## src/rtl/pool_ctrl.sv

```systemverilog
// pool_ctrl: 2x2 stride-2 signed max pooling over a CHW feature map in DRAM.
// Each output window is built from four reads (RD) followed by one write
// (WR). Reads return data one cycle after the address, so the running max
// lags the read index by one and the last compare happens in WR.
module pool_ctrl #(
  parameter int                    DATA_WIDTH = 32,
  parameter int                    ADDR_WIDTH = 18,
  parameter logic [ADDR_WIDTH-1:0] OFMAP_BASE = 18'd131072,
  parameter logic [ADDR_WIDTH-1:0] POOL_BASE  = 18'd196608
) (
  input  logic                  clk,
  input  logic                  srst,
  input  logic                  enable,
  input  logic [4:0]            num_chnl,
  input  logic [5:0]            fmap_height,
  input  logic [5:0]            fmap_width,
  input  logic [DATA_WIDTH-1:0] data_in,
  output logic [ADDR_WIDTH-1:0] addr_in,
  output logic                  dram_en_rd,
  output logic [ADDR_WIDTH-1:0] addr_out,
  output logic [DATA_WIDTH-1:0] data_out,
  output logic                  dram_en_wr,
  output logic                  busy,
  output logic                  done
);

  typedef enum logic [3:0] {
    IDLE = 4'b0001,
    RD   = 4'b0010,
    WR   = 4'b0100,
    DONE = 4'b1000
  } state_t;

  state_t state, state_nxt;

  // Dimensions latched on an accepted start; held until the next start.
  logic [4:0] nch_q, pw_q, ph_q;
  // Window scan position and read index inside the window.
  logic [4:0] ch_q, py_q, px_q;
  logic [1:0] k_q;
  logic [DATA_WIDTH-1:0] max_q;

  logic dims_ok, last_px, last_py, last_ch, last_win;
  logic [DATA_WIDTH-1:0] max_fwd;
  logic [17:0] rd_word, wr_word;

  // Low bits of the dimensions only matter for the dropped odd row/column.
  logic unused_lsb;
  assign unused_lsb = fmap_width[0] ^ fmap_height[0];

  assign dims_ok  = (num_chnl != 5'd0) && (fmap_width[5:1] != 5'd0) &&
                    (fmap_height[5:1] != 5'd0);
  assign last_px  = (px_q == pw_q - 5'd1);
  assign last_py  = (py_q == ph_q - 5'd1);
  assign last_ch  = (ch_q == nch_q - 5'd1);
  assign last_win = last_px && last_py && last_ch;

  // Equal operands forward the running max; the values are identical anyway.
  assign max_fwd = ($signed(data_in) > $signed(max_q)) ? data_in : max_q;

  // Row coordinate 2*py+dy and column 2*px+dx are formed by appending k bits.
  assign rd_word = {4'd0, ch_q[3:0], py_q[3:0], k_q[1], px_q[3:0], k_q[0]};
  assign wr_word = {4'd0, ch_q[3:0], py_q, px_q};

  // State register.
  // NOTE: sequential state is assigned with <= so every flop samples the
  // pre-edge values of the others, regardless of block evaluation order.
  always_ff @(posedge clk) begin
    if (srst) state <= IDLE;
    else      state <= state_nxt;
  end

  // Next-state decode.
  // NOTE: a default is assigned before the case so no path leaves state_nxt
  // unassigned, which would otherwise infer a latch.
  always_comb begin
    state_nxt = state;
    unique case (state)
      IDLE:    if (enable) state_nxt = dims_ok ? RD : DONE;
      RD:      if (k_q == 2'd3) state_nxt = WR;
      WR:      state_nxt = last_win ? DONE : RD;
      DONE:    state_nxt = IDLE;
      default: state_nxt = IDLE;
    endcase
  end

  // Dimension latch, scan counters and running max.
  always_ff @(posedge clk) begin
    if (srst) begin
      nch_q <= '0;
      pw_q  <= '0;
      ph_q  <= '0;
      ch_q  <= '0;
      py_q  <= '0;
      px_q  <= '0;
      k_q   <= '0;
      max_q <= '0;
    end else begin
      unique case (state)
        IDLE: begin
          if (enable) begin
            nch_q <= num_chnl;
            pw_q  <= fmap_width[5:1];
            ph_q  <= fmap_height[5:1];
            ch_q  <= '0;
            py_q  <= '0;
            px_q  <= '0;
            k_q   <= '0;
          end
        end
        RD: begin
          k_q <= k_q + 2'd1;
          if (k_q == 2'd1)      max_q <= data_in;
          else if (k_q != 2'd0) max_q <= max_fwd;
        end
        WR: begin
          if (!last_px) begin
            px_q <= px_q + 5'd1;
          end else begin
            px_q <= '0;
            if (!last_py) begin
              py_q <= py_q + 5'd1;
            end else begin
              py_q <= '0;
              ch_q <= ch_q + 5'd1;
            end
          end
        end
        default: ;
      endcase
    end
  end

  // DRAM strobes, addresses and status decoded from the current state.
  always_comb begin
    addr_in    = '0;
    dram_en_rd = 1'b0;
    addr_out   = '0;
    data_out   = '0;
    dram_en_wr = 1'b0;
    busy       = (state != IDLE);
    done       = (state == DONE);
    if (state == RD) begin
      addr_in    = OFMAP_BASE + ADDR_WIDTH'(rd_word);
      dram_en_rd = 1'b1;
    end
    if (state == WR) begin
      addr_out   = POOL_BASE + ADDR_WIDTH'(wr_word);
      data_out   = max_fwd;
      dram_en_wr = 1'b1;
    end
  end

endmodule

```

## config.mk

```make
export PLATFORM = sky130hd
export DESIGN_NAME = pool_ctrl
export DESIGN_NICKNAME = d
export VERILOG_FILES = /design/src/rtl/pool_ctrl.sv
export SDC_FILE = /design/constraint.sdc
export NUM_CORES = 1
export LEC_CHECK = 0
export ABC_AREA = 1
export CAP_MARGIN = 20
export CORE_MARGIN = 5
export CORE_UTILIZATION = 35
export DETAILED_ROUTE_END_ITERATION = 12
export SLEW_MARGIN = 10
export SYNTH_ARGS = -nofsm -noshare
export SYNTH_HDL_FRONTEND = slang
export SYNTH_SLANG_ARGS = --single-unit
```

## constraint.sdc

```tcl
create_clock -name clk -period 6 [get_ports clk]
set_input_delay 0.9 -clock clk [delete_from_list [all_inputs] [get_ports clk]]
set_output_delay 0.9 -clock clk [all_outputs]
set_load 0.01 [all_outputs]
```

# == Word-level counts from Yosys, hierarchy flattened ==
# Index checks and enable logic that the tools add are counted.
# totals
reg_bits,68
latchBits,0
ramBits,0
rom_bits,0
input_bits,52
word_cells,75
memories,0
# op_classes
n_addsub,9
multipliers,0
div,0
magnitude_cmp,1
eq_ne,14
shifts,0
n_mux,24
bitwise,0
n_reduce_logical,18
# ops
op,count
$mux 32,4
$mux 18,2
$gt 32x32->1,1
$mux 5,6
$pmux 5 s2,3
$add 17x15->18 const A,1
$add 18x14->18 const A,1
$mux 4,4
$add 5x1->5 const B,3
$eq 5x5->1,3
$reduce_bool 5->1,3
$sub 5x1->5 const B,3
$pmux 4 s3,1
$reduce_and 2->1,5
$ne 2x2->1 const B,4
$reduce_bool 2->1,4
$eq 4x1->1 const B,1
$eq 4x2->1 const B,1
$eq 4x3->1 const B,1
$eq 4x4->1 const B,1
$logic_and 1x1->1,4
$ne 4x1->1 const B,1
$pmux 2 s2,1
$reduce_and 4->1,1
6 further kinds,7

# == Logic depth before layout (Yosys ltp) ==
# Gate-level depths: netlist (run 1).
# logic_depth
ltp_word,6
mapped_depth,20
mapped_depth_nobuf,19

# == Least setup slack after synthesis (run 1) ==
# No wires, ideal clock.
# synth_timing
kind,input to output
startpoint,input port data_in[31]
endpoint,output port data_out[10]
arrival_ps,2401
required_ps,5100
slack_ps,2699
cell_stages,10
n_path_buf,1
cell_sequence,ha_1 a21oi_1 o21a_1 nand2_1 a21oi_2 nand2_1 nand2_2 buf_2 nand4_1 a21oi_1
# synth_between
elab_chain_cells,3
# synth_lines
item,line,text
from (decl),17,"input logic [DATA_WIDTH-1:0] data_in,"
$gt 32x32->1,59,assign max_fwd = ($signed(data_in) > $signed(max_q)) ? data_in : max_q;
$mux 32,59,
$mux 32,147,if (state == WR) begin
to (decl),21,"output logic [DATA_WIDTH-1:0] data_out,"
# Every way passes these cells.

# == Worst setup path after layout (run 1) ==
# layout_timing
startpoint,input port data_in[13]
endpoint,output port data_out[0]
# Same word-level chain as after synthesis.

==> run_results.csv, run 1 <==
group,metric,value,unit
sta,skew,0.00659,ns
sta,setup-tns-final,0,ns
floorplanning,core,0.0145,mm^2
floorplanning,start_util,35.6,%
setup_path,reg2reg_slack,3.63,ns
clock_network,cts-root-buf,"clkbuf_16",
sta,slew_headroom,52.4,%
clock_network,clk_pin_slew_worst_paths,0.06,ns
clock_network,clock_latency,0.34,ns
grt,grt_pass1_wl,24200,um
sta,rsz0062_at_grt,"no",
yosys,synth-edff-count,0,
clock_network,cts_made_buffers,9,
route,drc_errors,0,
setup_path,start_kind,"input port",
layout,drive_gt1_share,5.54,%
hold_path,hold_path_class,"register to register",
placed_design,dpl.hpwl,9900,um
sta,hold_viol_final,0,
power,p_leak,2.67,nW
floorplanning,dieHeight,131,um
grt,grt_remaining_overflow,0,
sta,finalMaxSlewViolations,0,
layout,final_area,0.00678,mm^2
setup_path,end_kind,"primary output",
setup_path,reg2reg_to,"ch_q[2]$_SDFFE_PP0P_",
yosys,syn_area,0.00515,mm^2
sta,worst_slew_pin_slew,0.713,ns
yosys,synthMuxAreaShare,0,%
setup_path,cp-startpoint,"data_in[13]",
setup_path,rr_startpoint,"state[0]$_SDFFE_PP1P_",
power,finalPower,1.66,mW
grt,grt_usage,16.5,%
job,maxCapViolations,0,
yosys,synth_xor_area_share,3.91,%
floorplanning,die-area,0.0172,mm^2
power,ir_drop,0.000132,V
clock_network,hold_buffers,0,
yosys,ys.flop_type,"dfxtp_1",
sta,min_period,4.80,ns
hold_path,hold_start,"max_q[12]$_SDFFE_PP0P_",
grt,grt_pass1_vias,5073,
setup_path,crit_type,"input port to primary output",
route,final_antenna_net_count,0,
layout,layout_common_cells,"nand2_1, clkdlybuf4s50_1, nor2_1, a21oi_1, inv_1",
yosys,synth_cell_types,43,
yosys,avgSynthCellArea,6.38,um^2
clock_network,cts.sinks,68,
clock_network,cts_resized,0,
yosys,ys_seq_area_share,26.4,%
yosys,synth-adder-area-share,9.96,%
placed_design,io_buffers,116,
route,viasPerCell,4.95,
floorplanning,die_w,131,um
setup_path,crit_path_end,"data_out[0]",
sta,final.period_utilization,79.9,%
sta,setup_viol,0,
setup_path,cp_max_fo,32,
yosys,yosysWarnings,0,
setup_path,cp.required,5.10,ns
yosys,synth_top_family_by_area,"simple AND/OR/NAND/NOR gates",
status,status,"completed",
clock_network,clockBufferDepth,2,
grt,grt_max_degree,65,
grt,antenna_found_initial,0,
clock_network,cts_tree,"built",
route,drtIter0Drc,278,
route,first_pass_iters,4,
layout,mostFrequentLayoutCell,"nand2_1",
yosys,synthArstFlopShare,0,%
sta,fmax,209,MHz
layout,area_delta_synth_final,31.6,%
sta,hold_ws,0.479,ns
setup_path,worst_ep_arrival_time,3.90,ns
yosys,synth-simple-area-share,34.6,%
yosys,postSynthCellCount,807,
floorplanning,ios,124,
clock_network,htreeDepth,3,
power,power_density,246,mW/mm^2
route,routedWlPerCell,13.4,um
setup_path,reg2regPathDepth,9,
placed_design,dpl_cell_area,0.00638,mm^2
yosys,synth_compound_area_share,14.3,%
placed_design,place_congestion,0.784,
clock_network,postCtsSetupBuffers,0,
layout,n_antenna_cell,0,
yosys,synth_seq_cells,68,
route,vias,5380,
floorplanning,rows,44,
layout,fin_nets,990,
route,wirelength,14500,um
## area by class of cell
cell class	count	area, um^2
well taps	184	230
repair buffers	125	1240
inverters	84	315
flip-flops and latches	68	1360
fillers	1511	7700
multi-input cells	609	3250
clock buffers	10	239
clock inverters	6	135
## cell usage after synthesis, types with 5 or more instances
library cell | instances | share of area, %
nand4_1 | 37 | 4.5
buf_2 | 8 | 0.78
a21oi_1 | 106 | 10
xnor2_1 | 9 | 1.5
dfxtp_1 | 68 | 26
nand3_1 | 56 | 5.4
buf_4 | 11 | 1.6
buf_1 | 5 | 0.36
o21ai_0 | 20 | 1.9
clkbuf_1 | 25 | 1.8
inv_1 | 80 | 5.8
ha_1 | 41 | 10
xor2_1 | 14 | 2.4
nor2_1 | 113 | 8.2
nand2_1 | 169 | 12
nor3_1 | 7 | 0.68
## flip-flops by register name (all words and copies together), names as in the netlist, 4 cells and up
| signal | count |
|---|---|
| ch_q | 5 |
| max_q | 32 |
| nch_q | 5 |
| ph_q | 5 |
| pw_q | 5 |
| px_q | 5 |
| py_q | 5 |
| state | 4 |
## critical path: stages
cell             delay [ns]
clkdlybuf4s50_1        0.47
ha_1                   0.34
a21oi_1                0.15
o21ai_0                0.09
a21oi_1                0.15
nand2_1                0.08
nand2_1                0.09
nand2_1                0.07
nand2_2                0.08
buf_4                  0.36
nand4_1                0.17
a21oi_1                0.31
clkdlybuf4s50_1        0.61
## routing by layer
layer  track usage (%)  share of wire [%]  vias to the layer above
li1                  -                  -                     2826
met1              21.3                 47                     2406
met2              27.0                 45                      130
met3              4.17                6.4                       18
met4              5.54                1.6                        0
met5                 0                  0                        -
## per-stage QoR
step           setup WS (ns)  utilization [%]  instances
3_3_place_gp            1.25             44.0       1069
6_report                1.20             46.8       1086
2_1_floorplan           2.70                -        811
4_1_cts                 1.24             46.6       1085
5_1_grt                 1.01             46.8       1086
3_5_place_dp            1.26             44.0       1069
## cell families (layout without fill, tap and decap cells)
| family | Yosys count | in the layout |
|---|---|---|
| fa+ha+maj | 41 | 41 |
| compound gates | 138 | 138 |
| other cells | 1 | 5 |
| xor+xnor | 23 | 23 |
| simple gates | 402 | 402 |
| flops | 68 | 68 |
| buf+inv | 134 | 225 |
## worst min path at each step
| stage | slack (ns) | depth (start not counted) | end |
|---|---|---|---|
| 2_1_floorplan | 0.45 | 2 | nch_q[4]$_SDFFE_PP0P_ |
| 3_3_place_gp | 0.47 | 2 | max_q[15]$_SDFFE_PP0P_ |
| 3_5_place_dp | 0.47 | 2 | ph_q[1]$_SDFFE_PP0P_ |
| 4_1_cts | 0.48 | 2 | ph_q[1]$_SDFFE_PP0P_ |
| 5_1_grt | 0.50 | 2 | max_q[4]$_SDFFE_PP0P_ |
| 6_report | 0.48 | 2 | max_q[12]$_SDFFE_PP0P_ |
## power breakdown
group          switching, mW  internal [mW]
logic                  0.277          0.196
clock network          0.211          0.459
registers             0.0300          0.491
total                  0.518           1.15
Power figures use the tool's default switching activity.
==> run 2, diff against run 1 <==
==> constraint.sdc (replaced) <==
create_clock -name clk -period 4.49 [get_ports clk]
set_input_delay 0.6735 -clock clk [delete_from_list [all_inputs] [get_ports clk]]
set_output_delay 0.6735 -clock clk [all_outputs]
set_load 0.01 [all_outputs]
==> run 2 against run 1 <==
  * Critical endpoint unchanged
  * Design area down 1.1%
  * Cell count about the same
  * Utilization down 0.49 points
  * Global-route usage about the same
  * Largest power group unchanged
  * Highest routed layer unchanged
  * Critical path type unchanged
  * Flip-flop and latch count unchanged
  * Non-clock buffer count down 1
  * Via count down 0.43%
  * Sequential share of layout area up 0.21 points
==> run_results.csv, run 2 (same netlist as run 1, synthesis figures left out) <==
group,metric,value,unit
status,status,"completed",
clock_network,cts_made_buffers,9,
clock_network,cts_resized,0,
sta,worst_slew_pin_slew,1.09,ns
setup_path,critical_path.slowest_cell,"clkdlybuf4s50_1",
placed_design,dpl.cell_count,1069,
clock_network,htreeDepth,3,
grt,grt_usage,16.5,%
route,drc_errors,0,
route,first_pass_iters,4,
power,switching_share,32.8,%
grt,grt_pass1_wl,24200,um
grt,grt_pass1_vias,5013,
grt,grt_max_degree,64,
power,p_comb_share,29.8,%
route,final_antenna_net_count,0,
layout,finalNonFillerCells,1085,
floorplanning,rows,44,
layout,drive_gt1_share,5.33,%
setup_path,worst_ep_arrival_time,3.56,ns
layout,nFillCells,1510,
grt,antenna_found_initial,0,
power,pwr-share-clk,37.0,%
job,maxCapViolations,0,
power,power_switching,0.687,mW
sta,rsz0062_at_grt,"no",
sta,fmax,236,MHz
clock_network,clockBufferDepth,2,
sta,setup-tns-final,0,ns
route,wirelength,14800,um
floorplanning,die-area,0.0172,mm^2
setup_path,cp.required,3.82,ns
layout,n_antenna_cell,0,
setup_path,crit_type,"input port to primary output",
sta,final.period_utilization,94.2,%
setup_path,end_kind,"primary output",
setup_path,rr_startpoint,"state[2]$_SDFFE_PP0P_",
hold_path,min_to,"max_q[3]$_SDFFE_PP0P_",
floorplanning,ios,124,
setup_path,reg2regPathDepth,9,
power,p_leak,2.65,nW
clock_network,postCtsSetupBuffers,0,
floorplanning,start_util,35.6,%
placed_design,dp_slack,0.276,ns
power,ir_drop,0.000206,V
floorplanning,core,0.0145,mm^2
layout,area_delta_synth_final,30.2,%
layout,layout_common_cells,"nand2_1, clkdlybuf4s50_1, nor2_1, a21oi_1, inv_1",
setup_path,reg2reg_slack,1.89,ns
layout,multiInputGateArea,0.00325,mm^2
sta,slew_headroom,27.1,%
hold_path,hold_depth,2,
route,vias,5357,
grt,grt_remaining_overflow,0,
route,drtIter0Drc,312,
layout,fin_nets,989,
layout,utilization,46.3,%
setup_path,cp_max_fo,26,
sta,worst_slack,0.261,ns
sta,min_period,4.23,ns
placed_design,place_congestion,0.776,
clock_network,cts-root-buf,"clkbuf_16",
setup_path,reg2reg_to,"max_q[0]$_SDFFE_PP0P_",
sta,skew,0.00716,ns
clock_network,cts.sinks,68,
layout,largest_reg_flops,32,
clock_network,hold_buffers,0,
floorplanning,dieHeight,131,um
route,viasPerCell,4.94,
floorplanning,die_w,131,um
clock_network,clock_latency,0.34,ns
setup_path,crit_chain,"clkdlybuf4s50_1, ha_1, a21oi_1, o21ai_0, a21oi_1, nand2_1, nand2_1, nand2_1, nand2_2, buf_4, nand4_1, a21oi_1, clkdlybuf4s50_1",
layout,top_register,"max_q",
setup_path,start_kind,"input port",
setup_path,slowest_delay,0.59,ns
hold_path,hold_start,"max_q[3]$_SDFFE_PP0P_",
clock_network,cts_tree,"built",
clock_network,clk_pin_slew_worst_paths,0.06,ns
power,power_density,313,mW/mm^2
sta,finalMaxSlewViolations,0,
sta,hold_viol_final,0,
hold_path,hold_path_class,"register to register",
sta,setup_viol,0,
layout,seqCellArea,0.00136,mm^2
power,pwr-share-seq,33.2,%
layout,mostFrequentLayoutCell,"nand2_1",
power,intPower,1.41,mW
route,routedWlPerCell,13.6,um
placed_design,dpl.hpwl,10000,um
placed_design,io_buffers,116,
==> run 2: metrics by stage <==
| stage | hold slack [ns] | total power [mW] | cell area (um^2) |
|---|---|---|---|
| 6_report | 0.481 | 2.10 | 6710 |
| 3_5_place_dp | 0.471 | 1.33 | 6390 |
| 5_1_grt | 0.497 | 2.23 | 6710 |
| 2_1_floorplan | 0.447 | 1.16 | 5160 |
| 3_3_place_gp | 0.471 | 1.33 | 6390 |
| 4_1_cts | 0.480 | 2.12 | 6710 |
==> run 2: worst max-delay path, delay by kind of cell <==
kind	cells	cell delay [ns]
buffers and inverters	3	1.37
AO/OA/AOI/OAI	4	0.66
AND/OR/NAND/NOR	5	0.53
adder cells (fa/ha/maj)	1	0.33
==> run 2: power by group through the flow <==
stage / clock network [mW] / logic (mW) / registers (mW)
floorplan: 0 / 0.464 / 0.700
CTS: 0.795 / 0.629 / 0.696
finish: 0.776 / 0.624 / 0.695
global placement: 0 / 0.623 / 0.708
detailed placement: 0 / 0.625 / 0.709
global route: 0.816 / 0.709 / 0.701
==> run 2: final cells by class <==
cell class | count | area share, %
clock buffer | 11 | 3.62
clock inverter | 5 | 1.12
inverter | 84 | 4.70
multi-input combinational | 609 | 48.5
sequential | 68 | 20.3
tap | 184 | 3.43
timing repair buffer | 124 | 18.3
==> run 2: how the worst max path moves through the flow <==
stage | start | endpoint | slack, ns | cells after the start
2_1_floorplan | data_in[31] | data_out[10] | 1.64 | 10
3_3_place_gp | data_in[15] | data_out[0] | 0.26 | 13
3_5_place_dp | data_in[15] | data_out[0] | 0.28 | 13
4_1_cts | data_in[15] | data_out[0] | 0.25 | 13
5_1_grt | data_in[11] | data_out[0] | 0.0003 | 13
6_report | data_in[15] | data_out[0] | 0.26 | 13
==> run 2: routing by layer <==
layer | GRT usage, % | routed length (um) | up-vias
met5 | 0 | 0 | -
met4 | 5.37 | 225 | 0
met3 | 3.94 | 907 | 16
met2 | 27.5 | 6690 | 134
met1 | 21.2 | 6950 | 2382
li1 | - | - | 2825
==> patch, RTL diff (flow settings as in run 2) <==
Change the parameter `DATA_WIDTH` from 32 to 36.
--- a/src/rtl/pool_ctrl.sv
+++ b/src/rtl/pool_ctrl.sv
@@ -5,3 +5,3 @@
 module pool_ctrl #(
-  parameter int                    DATA_WIDTH = 32,
+  parameter int                    DATA_WIDTH = 36,
   parameter int                    ADDR_WIDTH = 18,
Ports: changed (resized data_in and data_out); port bits go from 124 to 132. No check against the original RTL was run, so the function may have changed too.
==> patch against run 2 <==
Wire length grew 7.2%. Setup slack gained 0.0018 ns. Register-to-register slack gained 0.05 ns. Final cell count grew 11%. Synthesized area grew 9.1%. Sequential cell count grew 4. Synthesized cell count grew 10%. Power grew 0.43%. Critical endpoint is now data_out[1]. Final area grew 9.5%. Non-clock buffer count grew 12.
==> patch: results (changes against run 2) <==
stage,metric,value,unit,change
status,status,completed,,
routing,WL final,15.8,mm,+7.2%
routing,Vias,5866,,+9.5%
logic_synthesis,post-synthesis area per instance,6.31,um^2,-1.1%
cells_and_area,count of non-filler cells in the finished layout,1209,,+11%
setup_path,WP data arrival,3.55,ns,about the same
routing,DR pass1 iterations,5,,+1
setup_path,R2R Path Start,pw_q[0],,
cells_and_area,share of cells above drive strength 1,7.96,%,+2.6 points
cells_and_area,nets,1089,,+10%
cells_and_area,fill count,1672,,+11%
routing,drt first-iter violations,331,,+6.1%
placement,GPL Wtd Cong,0.800,,+3.0%
cells_and_area,Largest register FFs,36,,+13%
logic_synthesis,sequential share of the synthesized area,25.7,%,-0.78 points
grt,GRT Util Overall,17.0,%,+0.47 points
setup_path,Worst R2R Path Depth,13,,+4
timing,skew final,0.00648,ns,-0.000676 ns
setup_path,R2R setup slack,1.94,ns,+0.05 ns
logic_synthesis,number of library cell types mapped by synthesis,36,,-16%
grt,first-pass GRT wire length,25.8,mm,+6.9%
setup_path,CP endpoint,data_out[1],,
setup_path,Worst Path Max Fanout,36,,+38%
setup_path,reg-to-reg endpoint,ch_q[3],,
logic_synthesis,Synth top cells by count,"163 x nand2_1, 140 x nor2_1, 110 x a21oi_1, 93 x inv_1, 72 x dfxtp_1",,
setup_path,Critical path origin,data_in[35],,
grt,largest net degree at the start of global routing,73,,+14%
power,Leak Pwr,2.92,nW,+10%
placement,DPL Wire Length,10.9,mm,+8.6%
logic_synthesis,ranking of synthesized cells by area,"dfxtp_1 26%, nand2_1 11%, ha_1 10%",,
grt,vias in the first global route,5431,,+8.3%
-- patch: cell count changes in the layout (fill, tap and decap cells not counted), sizes merged, moves of 7 or more --
cell,run 2,this run
nor2,116,143
nand2,171,197
clkdlybuf4s50,115,123
inv,84,95
o21ai,22,29
-- patch: area by class of cell --
class	count	share of cell area, %
sequential	72	19.6
clock inverter	5	0.426
clock buffer	11	3.44
tap	216	3.68
multi-input combinational	674	48.7
timing repair buffer	136	19.2
inverter	95	4.85
-- patch: stage by stage --
stage	instance area [um^2]	hold WS (ns)	utilization, %
after global placement	6970	0.471	44.1
after floorplan	5630	0.453	-
after global routing	7350	0.505	46.4
after detailed placement	6990	0.476	44.2
final	7350	0.483	46.4
after CTS	7280	0.485	46.0
-- patch: timing repair --
action / 4_1_cts / 5_1_grt
gates resized for setup: 0 / 1
setup endpoints to repair: 0 / 15
hold buffers: 0 / 0
setup buffers: 0 / 3
hold endpoints to repair: 0 / 0
-- patch: report_power, final --
part	internal, mW	switching, mW	leakage [nW]	total [mW]
Clock	0.402	0.289	0.141	0.692
Sequential	0.695	0.0400	0.584	0.735
Combinational	0.280	0.398	2.20	0.678
-- patch: cell families (layout without fill, tap and decap cells) --
family | after synthesis | after routing | synth area share [%]
AO/OA/AOI/OAI | 145 | 145 | 13.2
XOR/XNOR | 19 | 19 | 2.96
adder cells (fa/ha/maj) | 45 | 45 | 10.0
buffers and inverters | 148 | 247 | 11.1
flip-flops | 72 | 72 | 25.7
other | 1 | 5 | 0.0668
AND/OR/NAND/NOR | 460 | 460 | 37.0
-- patch: worst register-to-register path, stage by stage, from the launching register on --
cell,delay (ns)
dfxtp_1,0.32
inv_1,0.08
ha_1,0.31
xnor2_1,0.13
a21oi_1,0.13
nand3_1,0.09
nor3_1,0.44
nor2_2,0.15
nor2_1,0.30
nand2_2,0.18
nor2_1,0.18
nand2_1,0.07
nand2_1,0.05
nor2_1,0.03
-- patch: per-layer routing --
| layer | wire [um] | track usage, % |
|---|---|---|
| met1 | 7190 | 21.3 |
| met5 | 0 | 0 |
| met3 | 982 | 3.31 |
| met4 | 175 | 4.20 |
| met2 | 7490 | 29.9 |
-- patch: worst min path at each step --
stage | startpoint | endpoint | cells past startpoint
6_report | max_q[1] | max_q[1] | 2
5_1_grt | max_q[4] | max_q[4] | 2
4_1_cts | max_q[1] | max_q[1] | 2
3_5_place_dp | max_q[1] | max_q[1] | 2
3_3_place_gp | k_q[1] | k_q[1] | 2
2_1_floorplan | nch_q[1] | nch_q[1] | 2
